$ cat config.mk
export PLATFORM = sky130hd
export DESIGN_NAME = argmax_classifier
export DESIGN_NICKNAME = d
export VERILOG_FILES = /design/src/rtl/argmax_classifier.sv
export SDC_FILE = /design/constraint.sdc
export NUM_CORES = 1
export LEC_CHECK = 0
export CAP_MARGIN = 15
export CORE_UTILIZATION = 30
export DETAILED_ROUTE_END_ITERATION = 16
export PLACE_DENSITY = 0.43
export SYNTH_ARGS = -nofsm -noshare
export SYNTH_HDL_FRONTEND = slang
export SYNTH_SLANG_ARGS = --single-unit
$ cat constraint.sdc
create_clock -name clk -period 13.1 [get_ports clk]
set_input_delay 2.62 -clock clk [delete_from_list [all_inputs] [get_ports clk]]
set_output_delay 2.62 -clock clk [all_outputs]
set_load 0.02 [all_outputs]
$ cat src/rtl/argmax_classifier.sv
`default_nettype none
// ============================================================================
// Module      : argmax_classifier
// Description : Final stage of the MNIST inference pipeline. Captures the
//               OUTPUT_SIZE signed logits written by the output layer, then
//               scans them one per cycle to find the index and value of the
//               largest logit. Ties resolve to the lowest index.
// Revision    : 1.0  initial release
// ----------------------------------------------------------------------------
// Ports
//   clk              in   system clock, rising edge
//   rst              in   asynchronous active-high reset
//   start            in   level start, shared with the output layer
//   in_write_en      in   logit write strobe
//   in_write_address in   logit index
//   in_write_data    in   signed logit value
//   done             out  classification complete, held while start is high
//   pred_class       out  index of the maximum logit
//   pred_score       out  value of the maximum logit
//   addr_error       out  sticky: out-of-range write address seen this run
// ============================================================================
module argmax_classifier #(
  parameter int OUTPUT_SIZE  = 10,
  parameter int OUTPUT_WIDTH = 32
) (
  input  logic                            clk,
  input  logic                            rst,
  input  logic                            start,
  input  logic                            in_write_en,
  input  logic [$clog2(OUTPUT_SIZE)-1:0]  in_write_address,
  input  logic signed [OUTPUT_WIDTH-1:0]  in_write_data,
  output logic                            done,
  output logic [$clog2(OUTPUT_SIZE)-1:0]  pred_class,
  output logic signed [OUTPUT_WIDTH-1:0]  pred_score,
  output logic                            addr_error
);

  localparam int AW = $clog2(OUTPUT_SIZE);

  localparam logic [1:0] c_IDLE    = 2'd0;
  localparam logic [1:0] c_COLLECT = 2'd1;
  localparam logic [1:0] c_RESOLVE = 2'd2;
  localparam logic [1:0] c_DONE    = 2'd3;

  localparam logic [AW-1:0] c_LAST_IDX = AW'(OUTPUT_SIZE - 1);
  localparam logic [AW:0]   c_SIZE     = (AW + 1)'(OUTPUT_SIZE);

  logic [1:0]                     r_state;
  logic signed [OUTPUT_WIDTH-1:0] r_store [OUTPUT_SIZE];
  logic [OUTPUT_SIZE-1:0]         r_seen;
  logic [AW-1:0]                  r_idx;
  logic [AW-1:0]                  r_best_idx;
  logic signed [OUTPUT_WIDTH-1:0] r_best;
  logic                           r_done;
  logic [AW-1:0]                  r_pred_class;
  logic signed [OUTPUT_WIDTH-1:0] r_pred_score;
  logic                           r_addr_error;

  logic                           w_addr_ok;
  logic                           w_full;
  logic signed [OUTPUT_WIDTH-1:0] w_cand;
  logic                           w_gt;

  // One extra bit on the address so the range check also works when
  // OUTPUT_SIZE is an exact power of two.
  assign w_addr_ok = ({1'b0, in_write_address} < c_SIZE);
  assign w_full    = &r_seen;

  // Scan candidate; strict compare keeps the earliest index on ties.
  assign w_cand = r_store[r_idx];
  assign w_gt   = (w_cand > r_best);

  always_ff @(posedge clk or posedge rst) begin
    if (rst) begin
      r_state      <= c_IDLE;
      r_seen       <= '0;
      r_idx        <= '0;
      r_best_idx   <= '0;
      r_best       <= '0;
      r_done       <= 1'b0;
      r_pred_class <= '0;
      r_pred_score <= '0;
      r_addr_error <= 1'b0;
      for (int i = 0; i < OUTPUT_SIZE; i++) begin
        r_store[i] <= '0;
      end
    end else begin
      case (r_state)
        c_IDLE: begin
          r_done <= 1'b0;
          if (start) begin
            r_state      <= c_COLLECT;
            r_seen       <= '0;
            r_addr_error <= 1'b0;
          end
        end

        c_COLLECT: begin
          // Once every logit has arrived the run is committed: the scan
          // begins on the next edge regardless of start, and any further
          // writes are ignored.
          if (w_full) begin
            r_state    <= c_RESOLVE;
            r_best     <= r_store[0];
            r_best_idx <= '0;
            r_idx      <= AW'(1);
          end else if (!start) begin
            // Abort: previous prediction is left untouched.
            r_state <= c_IDLE;
          end else if (in_write_en) begin
            if (w_addr_ok) begin
              r_store[in_write_address] <= in_write_data;
              r_seen[in_write_address]  <= 1'b1;
            end else begin
              r_addr_error <= 1'b1;
            end
          end
        end

        c_RESOLVE: begin
          if (w_gt) begin
            r_best     <= w_cand;
            r_best_idx <= r_idx;
          end
          if (r_idx == c_LAST_IDX) begin
            // Final compare folds straight into the published result.
            r_pred_class <= w_gt ? r_idx  : r_best_idx;
            r_pred_score <= w_gt ? w_cand : r_best;
            r_done       <= 1'b1;
            r_state      <= c_DONE;
          end else begin
            r_idx <= r_idx + AW'(1);
          end
        end

        c_DONE: begin
          if (!start) begin
            r_done  <= 1'b0;
            r_state <= c_IDLE;
          end
        end

        default: begin
          r_done  <= 1'b0;
          r_state <= c_IDLE;
        end
      endcase
    end
  end

  assign done       = r_done;
  assign pred_class = r_pred_class;
  assign pred_score = r_pred_score;
  assign addr_error = r_addr_error;

endmodule
`default_nettype wire

# Word level (Yosys, flattened, before mapping)
# Cells that the tools add are included.
[classes]
addsub = 1
magnitude_cmp = 7
eq_ne = 14
mux = 37
bitwise = 4
reduce_logical = 15
[op_table]
columns = ["op", "count"]
rows = [
  ["320-bit bitwise mux", 1],
  ["32-bit 2-to-1 mux", 5],
  ["32-bit binary-select mux with 4-bit select", 1],
  ["32-bit demux with 4-bit select", 1],
  ["32-bit one-hot mux with 2 select lines", 1],
  ["10-bit 2-to-1 mux", 5],
  ["32-bit greater-than comparator", 1],
  ["2-bit inequality test (second input constant)", 10],
  ["10-bit one-hot mux with 2 select lines", 1],
  ["4-bit 2-to-1 mux", 4],
  ["4-bit one-hot mux with 2 select lines", 2],
  ["6-bit AND reduction", 2],
  ["5-bit greater-or-equal comparator (second input constant)", 2],
  ["4-bit inverter with 5-bit output", 2],
  ["10-bit OR", 1],
  ["10-bit AND reduction", 1],
  ["1-bit 2-to-1 mux", 8],
  ["2-bit 2-to-1 mux", 4],
  ["2-bit one-hot mux with 4 select lines", 1],
  ["2-bit AND reduction", 3],
  ["3-bit AND reduction", 2],
  ["4-bit by 5-bit less-than comparator with 1-bit output (second input constant)", 1],
  ["5-bit by 1-bit less-than comparator with 1-bit output (second input constant)", 1],
  ["5-bit AND reduction", 1],
  ["other kinds (14)", 17],
]
[word_totals]
register_bits = 410
in_bits = 40
out_inout_bits = 38
elab_cells = 97

# Longest topological paths before layout
# Gate-level depths: netlist of run 1.
[logic_depth]
ltp_word = 10
mapped_depth = 16
mapped_depth_nobuf = 12

# Least setup slack after synthesis of run 1
# OpenSTA, ideal clock, no wires.
[synth_timing]
path_kind = "input-to-reg"
start = "in in_write_address[2]"
end = "reg r_store[182] (netlist bit)"
setup_time_ns = 0.125
t_arrival_ns = 4.047
t_required_ns = 12.975
slack_ns = 8.928
stages = 6
n_path_buf = 1
path_cell_list = "o21a_1 -> nor3b_2 -> nand3b_1 -> nor3_2 -> buf_2 -> mux2_2"
[synth_via]
elab_chain_cells = 6
word_cells_on_any_way = 9
cone_classes = "3 x order compare; 3 x mux; 1 x bitwise; 2 x reduce/logical"
[synth_rtl]
columns = ["item", "line_no", "text"]
rows = [
  ["start, declared", "30", "input logic [$clog2(OUTPUT_SIZE)-1:0] in_write_address,"],
  ["4-bit inverter with 5-bit output (not written as such)", "112", "r_store[in_write_address] <= in_write_data;"],
  ["5-bit greater-or-equal comparator (not written as such) or 5-bit by 1-bit less-than comparator with 1-bit output (tied branches)", "112", ""],
  ["1-bit logical AND (not written as such)", "112", ""],
  ["32-bit 2-to-1 mux (not written as such)", "112", ""],
  ["32-bit demux with 4-bit select", "112", ""],
  ["320-bit bitwise mux", "112", ""],
  ["end signal, assigned by index", "112", ""],
  ["end, declared", "49", "logic signed [OUTPUT_WIDTH-1:0] r_store [OUTPUT_SIZE];"],
]
# Parallel ways exist; a longest one is shown, timed or not.
# A chain may end at the register's enable or synchronous reset.

# Worst setup path after layout of run 1
[layout_timing]
start = "reg r_idx[0]"
end = "reg r_best[27]"
[layout_via]
elab_chain_cells = 7
[layout_rtl]
columns = ["item", "line_no", "text"]
rows = [
  ["start, declared", "51", "logic [AW-1:0] r_idx;"],
  ["start signal, assigned", "132", "r_idx <= r_idx + AW'(1);"],
  ["4-bit inverter with 5-bit output (not written as such) (*)", "70", "assign w_cand = r_store[r_idx];"],
  ["32-bit binary-select mux with 4-bit select (*)", "70", ""],
  ["32-bit 2-to-1 mux (not written as such) (*) (2 in a row)", "70", ""],
  ["32-bit greater-than comparator", "71", "assign w_gt = (w_cand > r_best);"],
  ["32-bit 2-to-1 mux (*)", "121", "if (w_gt) begin"],
  ["32-bit one-hot mux with 2 select lines (*)", "88", "case (r_state)"],
  ["end signal, assigned", "104", "r_best <= r_store[0];"],
  ["end signal, assigned", "122", "r_best <= w_cand;"],
  ["end, declared", "53", "logic signed [OUTPUT_WIDTH-1:0] r_best;"],
]
# Every way passes the cells marked *; elsewhere a longest branch is shown, timed or not. The select of a mux whose other input is x is not followed.

==> results of run 1 <==
==> layout make-up <==
| type | count | area (um2) |
|---|---|---|
| Clock buffer | 73 | 1470 |
| Clock inverter | 17 | 176 |
| Fill cell | 6188 | 40500 |
| Inverter | 39 | 150 |
| Multi-Input combinational cell | 867 | 8440 |
| Sequential cell | 410 | 10300 |
| Tap cell | 846 | 1060 |
| Timing Repair Buffer | 106 | 1010 |
==> cells in the final DEF (no fill, tap or decap), types with 5 or more instances in the layout <==
cell and count:
nand2_1 55, mux2_2 344, a221o_1 17, clkbuf_1 9
a21oi_1 26, nand4_1 10, nor2_4 7, clkbuf_16 49
nor2_1 58, a22oi_1 33, o221a_2 14, clkdlybuf4s50_1 77
clkinv_2 9, buf_4 26, and2_1 17, nor2b_1 5
mux2_1 9, dfrtp_1 407, o21a_1 5, o21ai_0 64
a31oi_1 5, o2bb2ai_1 31, ha_1 34, mux4_2 64
inv_1 37, clkbuf_8 15, nand3_1 5, nand2b_1 17
==> metrics by stage <==
step           utilization, %  area, um2  worst slack, ps
4_1_cts                  35.8      22600             6770
3_3_place_gp             33.2      20900             6930
5_1_grt                  35.8      22600             6410
2_1_floorplan               -      19200             4950
6_report                 35.8      22600             6890
3_5_place_dp             33.2      20900             6790
==> registers in the layout (all words and copies together) (netlist names) <==
| signal | flops |
|---|---|
| r_store | 320 |
| pred_score | 32 |
| r_best | 32 |
| r_seen | 10 |
| pred_class | 4 |
| r_best_idx | 4 |
| r_idx | 4 |
| r_state | 2 |
| addr_error | 1 |
| done | 1 |
==> per-layer routing <==
| metal | global-route usage (%) | routed length [um] |
|---|---|---|
| met5 | 0 | 23 |
| met4 | 4.04 | 983 |
| met3 | 2.94 | 2330 |
| met2 | 28.7 | 26100 |
| met1 | 25.4 | 26900 |
==> cell families after synthesis <==
logic type / Yosys count
buf+inv: 129
fa+ha+maj: 34
simple gates: 194
mux: 420
flops: 410
xor+xnor: 2
compound gates: 217
==> where the power goes <==
group / internal [mW] / switching (mW)
combinational: 0.385 / 0.543
sequential: 1.39 / 0.103
clock: 0.832 / 0.559
total: 2.60 / 1.21
==> how the worst min path moves through the flow <==
stage	from	endpoint	slack, ps	cells past startpoint
6_report	r_store[183]$_DFFE_PP0P_	r_store[183]$_DFFE_PP0P_	490	1
3_3_place_gp	r_store[180]$_DFFE_PP0P_	r_store[180]$_DFFE_PP0P_	460	1
2_1_floorplan	r_store[176]$_DFFE_PP0P_	r_store[176]$_DFFE_PP0P_	450	1
4_1_cts	r_store[176]$_DFFE_PP0P_	r_store[176]$_DFFE_PP0P_	490	1
3_5_place_dp	r_store[183]$_DFFE_PP0P_	r_store[183]$_DFFE_PP0P_	480	1
5_1_grt	r_store[176]$_DFFE_PP0P_	r_store[176]$_DFFE_PP0P_	500	1
==> out/metrics.cfg, run 1 <==
[status]
status = finished, final reports clean

[cells_and_area]
layout.nets = 1546
synthToLayoutAreaGrowth_pct = 17.6
final_cells = 2358
layout-drive-gt1-share_pct = 36.8
antenna_cells = 0

[clock_tree]
post-cts-setup-buffers = 0
cts_sinks = 410
numCtsBuffers = 48
cts_root_buf = clkbuf_16
holdBufCountCts = 0
insertion_delay_ps = 590
cts_tree = yes
cts_buffer_depth = 3
clk_pin_slew_ps = 60
cts_resized = 0
htree_levels = 2

[grt]
grt_pass1_wl_um = 86600
grt_max_degree = 163
grt_pass1_vias = 12900
grt-ovfl-total = 0
antenna_found_initial = 2
grt_usage_pct = 17.9

[sta]
rsz0062_at_grt = no
whs_ps = 489
setup_viol = 0
hold_viol = 0
worst_pin_slew_ps = 1130
fin_tns_setup_ps = 0
max_freq_mhz = 161
slew_headroom_pct = 25.0
skew_ps = 13.6
period_share_pct = 47.4
layout_min_cycle_time_ps = 6210
maxSlewViolCount = 0

[synthesis]
netlist.area_leader.share_pct = 53.5
synthAdderAreaFrac_pct = 2.22
netlist_top_cells_area = dfrtp_1 (53%), mux2_2 (20%), mux4_2 (7.5%), ha_1 (2.2%), o21ai_0 (1.7%)
syn-mean-instance-area_um2 = 13.6
synth_area_um2 = 19200
synth-edff-count = 0
synthFlopType = dfrtp_1
synth_top_family_by_area = multiplexers
synth_compound_area_share_pct = 8.05
syn_inst = 1406
yosys_warnings = 0
ys_seq_elements = 410
yosysTopAreaCell = dfrtp_1
synth.mux.area_fraction_pct = 28.4
synth_xor_area_share_pct = 0.0913
synth_fp_nets = 1480
async_reset_ff_share_pct = 100
yosysMostFrequentCell = dfrtp_1
synth_cell_types = 53
yosys.area_share.simple_pct = 4.85
seq_area_frac_synth_pct = 53.5
yosys-top-cells-count = dfrtp_1 (410), mux2_2 (344), nor2_1 (67), mux4_2 (64), o21ai_0 (64)

[setup_path]
cp-end-kind = flip-flop
worst-r2r-cell-count = 14
regToRegEndpoint = r_best[27]$_DFFE_PP0P_
path_common_cell = buf_4
cp-startpoint = r_idx[0]$_DFFE_PP0P_
crit_path_top_delay_cell = dfrtp_4
cp.required_ps = 13560
r2r_slack_ps = 6890
worstSetupPathDepth = 14
critPathMaxStageDelay_ps = 790
critPathBufInv = 3
worst_ep_arrival_time_ps = 6670
r2r-start = r_idx[0]$_DFFE_PP0P_
start_kind = flip-flop
cp_max_fo = 46
worst-setup-path-type = flip-flop to flip-flop
path_cells = buf_4 > buf_4 > mux4_2 > a22oi_1 > o2bb2ai_1 > ha_1 > nand4_1 > nor4_2 > a21bo_1 > a31oi_1 > o21a_2 > buf_4 > a21oi_4 > a221o_1
worstSetupEndpoint = r_best[27]$_DFFE_PP0P_
crit_family = buffers and inverters

[placement]
io_buffers = 77
hpwl_um = 32600
dp.cells = 2268
gp_congestion = 0.782

[die]
io_pins = 78
coreArea_um2 = 63100
start_util_pct = 30.4
fp.dieH_um = 255
rows = 92
dieArea_um2 = 65000
die_width_um = 255

[routing]
detail-route-antenna-nets = 0
routed_wl_um = 56300
drt_pass1_iterations = 5
vias = 12000
drt_iter0_drc = 716
drc = 0
wl_per_cell_um = 23.9
avgViaCountPerCell = 5.11

[job]
cap_violations = 0

[power_and_ir_drop]
ir_drop_mv = 0.154
power_mw = 3.81
pwr_density_cell_nw_per_um2 = 169
cellLeakagePower_nw = 10.1

[min_path]
hp-class = flip-flop to flip-flop

No activity file was read; power rests on OpenSTA's default activity.
==> inputs of run 2 (changes only) <==
- clock period: 13.1 -> 5.5 ns (I/O delays scaled with it)
==> out/metrics.cfg, run 2 (synthesized netlist as in run 1, its figures left out) <==
[cells_and_area]
final_common_cell = dfrtp_1
layout_common_cells = dfrtp_1 (407), mux2_2 (344), clkdlybuf4s50_1 (77)
antenna_cells = 0
synthToLayoutAreaGrowth_pct = 18.3
largest-register = r_store
largest_reg_flops = 320
layout.nets = 1563
final_cells = 2370
layout-drive-gt1-share_pct = 37.1
nFillCells = 6166

[power_and_ir_drop]
pwr_density_cell_nw_per_um2 = 393
ir_drop_mv = 0.335
cellLeakagePower_nw = 10.2

[sta]
skew_ps = 14.7
setup_viol = 0
layout_setup_ws_ps = 985
layout_min_cycle_time_ps = 4510
hold_viol = 0
rsz0062_at_grt = no
whs_ps = 481
max_freq_mhz = 221
fin_tns_setup_ps = 0
slew_headroom_pct = 39.5
worst_pin_slew_ps = 908
maxSlewViolCount = 0
period_share_pct = 82.1

[clock_tree]
cts_buffer_depth = 3
clk_pin_slew_ps = 60
insertion_delay_ps = 580
cts_sinks = 410
holdBufCountCts = 0
cts_root_buf = clkbuf_16
cts_tree = yes
numCtsBuffers = 48
post-cts-setup-buffers = 0
cts_resized = 0
htree_levels = 2

[grt]
antenna_found_initial = 1
grt_max_degree = 127
grt_pass1_vias = 12800
grt_usage_pct = 17.3
grt-ovfl-total = 0
grt_pass1_wl_um = 84400

[placement]
gp_congestion = 0.753
pre_cts_ws_ps = 943
io_buffers = 77
dp.cells = 2285
hpwl_um = 34300

[setup_path]
start_kind = flip-flop
cp-end-kind = flip-flop
worst_ep_arrival_time_ps = 4980
worst-setup-path-type = flip-flop to flip-flop
cp.required_ps = 5970
cp_max_fo = 29

[die]
io_pins = 78
rows = 92
start_util_pct = 30.4
fp.dieH_um = 255
dieArea_um2 = 65000
coreArea_um2 = 63100
die_width_um = 255

[routing]
drt_pass1_iterations = 5
routed_wl_um = 54300
wl_per_cell_um = 22.9
drc = 0
vias = 11900
avgViaCountPerCell = 5.02
detail-route-antenna-nets = 0
drt_iter0_drc = 654

[status]
status = finished, final reports clean

[job]
cap_violations = 0

[min_path]
hp-class = flip-flop to flip-flop

[run 2: final timing paths]
path | startpoint | endpoint | depth (start not counted) | slack (ps)
worst max-delay path | r_idx[0]$_DFFE_PP0P_ | r_best[23]$_DFFE_PP0P_ | 13 | 990
worst min-delay path | r_store[55]$_DFFE_PP0P_ | r_store[55]$_DFFE_PP0P_ | 1 | 480
worst max register to register | r_idx[0]$_DFFE_PP0P_ | r_best[23]$_DFFE_PP0P_ | 13 | 990
worst min register to register | r_store[55]$_DFFE_PP0P_ | r_store[55]$_DFFE_PP0P_ | 1 | 480
max in group asynchronous | rst | r_idx[1]$_DFFE_PP0P_ | 3 | 3290
min in group asynchronous | rst | r_store[22]$_DFFE_PP0P_ | 2 | 1010
[run 2: per-layer routing]
| metal | track usage, % | vias up | part of all wire (%) |
|---|---|---|---|
| met2 | 27.6 | 160 | 47 |
| li1 | - | 5358 | - |
| met3 | 2.71 | 56 | 3.2 |
| met5 | 0 | - | 0.024 |
| met4 | 3.64 | 2 | 1.5 |
| met1 | 24.8 | 6314 | 49 |
[run 2: cell type report]
cell class	instances	area, um2	area share [%]
sequential	410	10300	45.2
multi-input combinational	867	8440	37.2
clock buffer	75	1460	6.45
timing repair buffer	123	1240	5.47
tap	846	1060	4.66
inverter	39	150	0.662
clock inverter	10	77.6	0.342
[run 2: through the flow]
step,instance area (um2),util (%),power (mW)
2_1_floorplan,19200,-,5.13
3_3_place_gp,21200,33.5,5.85
3_5_place_dp,21200,33.5,5.86
4_1_cts,22700,36.0,9.07
5_1_grt,22700,36.0,9.42
6_report,22700,36.0,8.91
[run 2: report_power, final]
part	total, mW	switching, mW	internal (mW)	leakage [nW]
clock	3.14	1.28	1.86	0.764
sequential	3.55	0.245	3.30	5.59
combinational	2.23	1.25	0.972	3.82
total	8.91	2.78	6.14	10.2
[run 2: critical path: stages (launching register included)]
cell	delay [ps]
dfrtp_4	820
buf_4	330
mux4_2	510
a22oi_1	210
o2bb2ai_1	200
ha_1	350
nand4_1	160
nor4_2	260
a21bo_1	250
a31oi_1	270
o21a_2	240
nand2_1	240
buf_12	260
o221a_2	260
==> inputs of run 3 (changes only) <==
- PLACE_DENSITY: 0.43 -> 0.41
- clock period: 5.5 -> 4.2 ns (I/O delays scaled with it)
==> out/metrics.cfg, run 3 (synthesized netlist as in run 1, its figures left out) <==
[die]
fp.dieH_um = 255
dieArea_um2 = 65000
die_width_um = 255
io_pins = 78
rows = 92
start_util_pct = 30.4
coreArea_um2 = 63100

[cells_and_area]
final_common_cell = dfrtp_1
layout-drive-gt1-share_pct = 39.9
layout_common_cells = dfrtp_1 (407), mux2_2 (344), clkdlybuf4s50_1 (77)
synthToLayoutAreaGrowth_pct = 21.9
postLayoutCellArea_um2 = 23400
register_area_um2 = 10300
largest-register = r_store
largest_reg_flops = 320
antenna_cells = 0
layout.nets = 1606
multiInputGateArea_um2 = 8580
nFillCells = 6111

[sta]
layout_min_cycle_time_ps = 4040
period_share_pct = 96.3
setup_viol = 0
worst_pin_slew_ps = 983
max_freq_mhz = 247
slew_headroom_pct = 34.2
whs_ps = 486
maxSlewViolCount = 0
skew_ps = 14.2
hold_viol = 0

[clock_tree]
cts_root_buf = clkbuf_16
insertion_delay_ps = 590
cts_buffer_depth = 3
htree_levels = 2
cts_sinks = 410
cts_tree = yes
clk_pin_slew_ps = 60
numCtsBuffers = 49

[placement]
post_dp_cell_area_um2 = 21500
gp_congestion = 0.755
hpwl_um = 34900
io_buffers = 77

[grt]
grt_pass1_wl_um = 86300
grt_max_degree = 93
grt_util_met2_pct = 28.7
grt-ovfl-total = 0
grt_pass1_vias = 12800
groute.layer.met3.usage_pct = 2.60
antenna_found_initial = 0
busiest_layer = met2
grt_usage_pct = 17.9
grtUsageMet1_pct = 25.7

[setup_path]
cp_max_fo = 14
cp-startpoint = r_idx[0]$_DFFE_PP0P_
worst_ep_arrival_time_ps = 4500
start_kind = flip-flop
worst-setup-path-type = flip-flop to flip-flop
cp-end-kind = flip-flop
r2r-start = r_idx[0]$_DFFE_PP0P_
cp.required_ps = 4660

[power_and_ir_drop]
pwr_density_cell_nw_per_um2 = 528
cellInternalPower_mw = 8.45
ir_drop_mv = 0.525
cellLeakagePower_nw = 10.5
pwr-share-clk_pct = 33.4
p_sw_mw = 3.90
switching_share_pct = 31.6
pwr-share-seq_pct = 37.0
p_comb_share_pct = 29.6

[routing]
routed_wl_um = 57000
drt_pass1_iterations = 5
drt_iter0_drc = 597
vias = 12100
drc = 0
detail-route-antenna-nets = 0
avgViaCountPerCell = 5.01
wl_per_cell_um = 23.6

[min_path]
hp-class = flip-flop to flip-flop
min-delay-start = r_store[180]$_DFFE_PP0P_

[status]
status = finished, final reports clean

[job]
cap_violations = 0

run 3: per-layer routing:
metal / vias up / part of all wire [%]
li1: 5455 / -
met1: 6392 / 48
met2: 172 / 47
met3: 61 / 3.2
met4: 0 / 1.6
met5: - / 0
run 3: path summary, 6_finish.rpt:
check	endpoint	slack, ps	cells after the start
worst max register to register	r_best[9]$_DFFE_PP0P_	160	15
max in group asynchronous	r_store[122]$_DFFE_PP0P_	2370	4
min in group asynchronous	r_store[115]$_DFFE_PP0P_	670	2
worst min register to register	r_store[180]$_DFFE_PP0P_	490	1
worst max-delay path	r_best[9]$_DFFE_PP0P_	160	15
worst min-delay path	r_store[180]$_DFFE_PP0P_	490	1
run 3: through the flow:
| step | cells | setup slack (ps) | setup TNS (ps) | util (%) | power (mW) |
|---|---|---|---|---|---|
| floorplan | 1406 | -2170 | -887910 | - | 6.72 |
| global placement | 2305 | -244 | -6210 | 34.0 | 7.93 |
| detailed placement | 2305 | -277 | -7070 | 34.0 | 7.94 |
| CTS | 2393 | -1.90 | -1.90 | 36.6 | 12.2 |
| global route | 2412 | -32.2 | -45.4 | 37.1 | 13.0 |
| finish | 2412 | 157 | 0 | 37.1 | 12.4 |
run 3: what timing repair did:
item / 4_1_cts / 5_1_grt
setup endpoints to repair: 45 / 63
hold buffers: 0 / 0
resized for setup: 5 / 24
gates cloned: 0 / 3
pin swaps: 1 / 12
buffers inserted: 3 / 16
run 3: final cells by class:
class | count | area share (%)
repair buffers | 165 | 7.65
clock buffers | 74 | 6.25
clock inverters | 11 | 0.358
well taps | 846 | 4.52
flip-flops and latches | 410 | 43.9
multi-input cells | 867 | 36.7
inverters | 39 | 0.642
run 3: power by group through the flow:
stage	Combinational, mW	Sequential (mW)	Clock, mW
2_1_floorplan	2.19	4.54	0
3_3_place_gp	3.29	4.63	0
3_5_place_dp	3.30	4.64	0
4_1_cts	3.37	4.57	4.27
5_1_grt	4.01	4.62	4.42
6_report	3.66	4.57	4.13
run 3: critical path, stage by stage, from the launching register on:
cell	delay, ps
dfrtp_4	510
buf_12	190
buf_12	160
mux4_2	520
o2bb2ai_1	210
ha_1	330
nand4_1	230
nor4_4	390
buf_4	170
nor2_1	40
o22a_1	250
o21ai_4	120
buf_12	180
nor2_2	60
buf_6	190
a221o_1	330
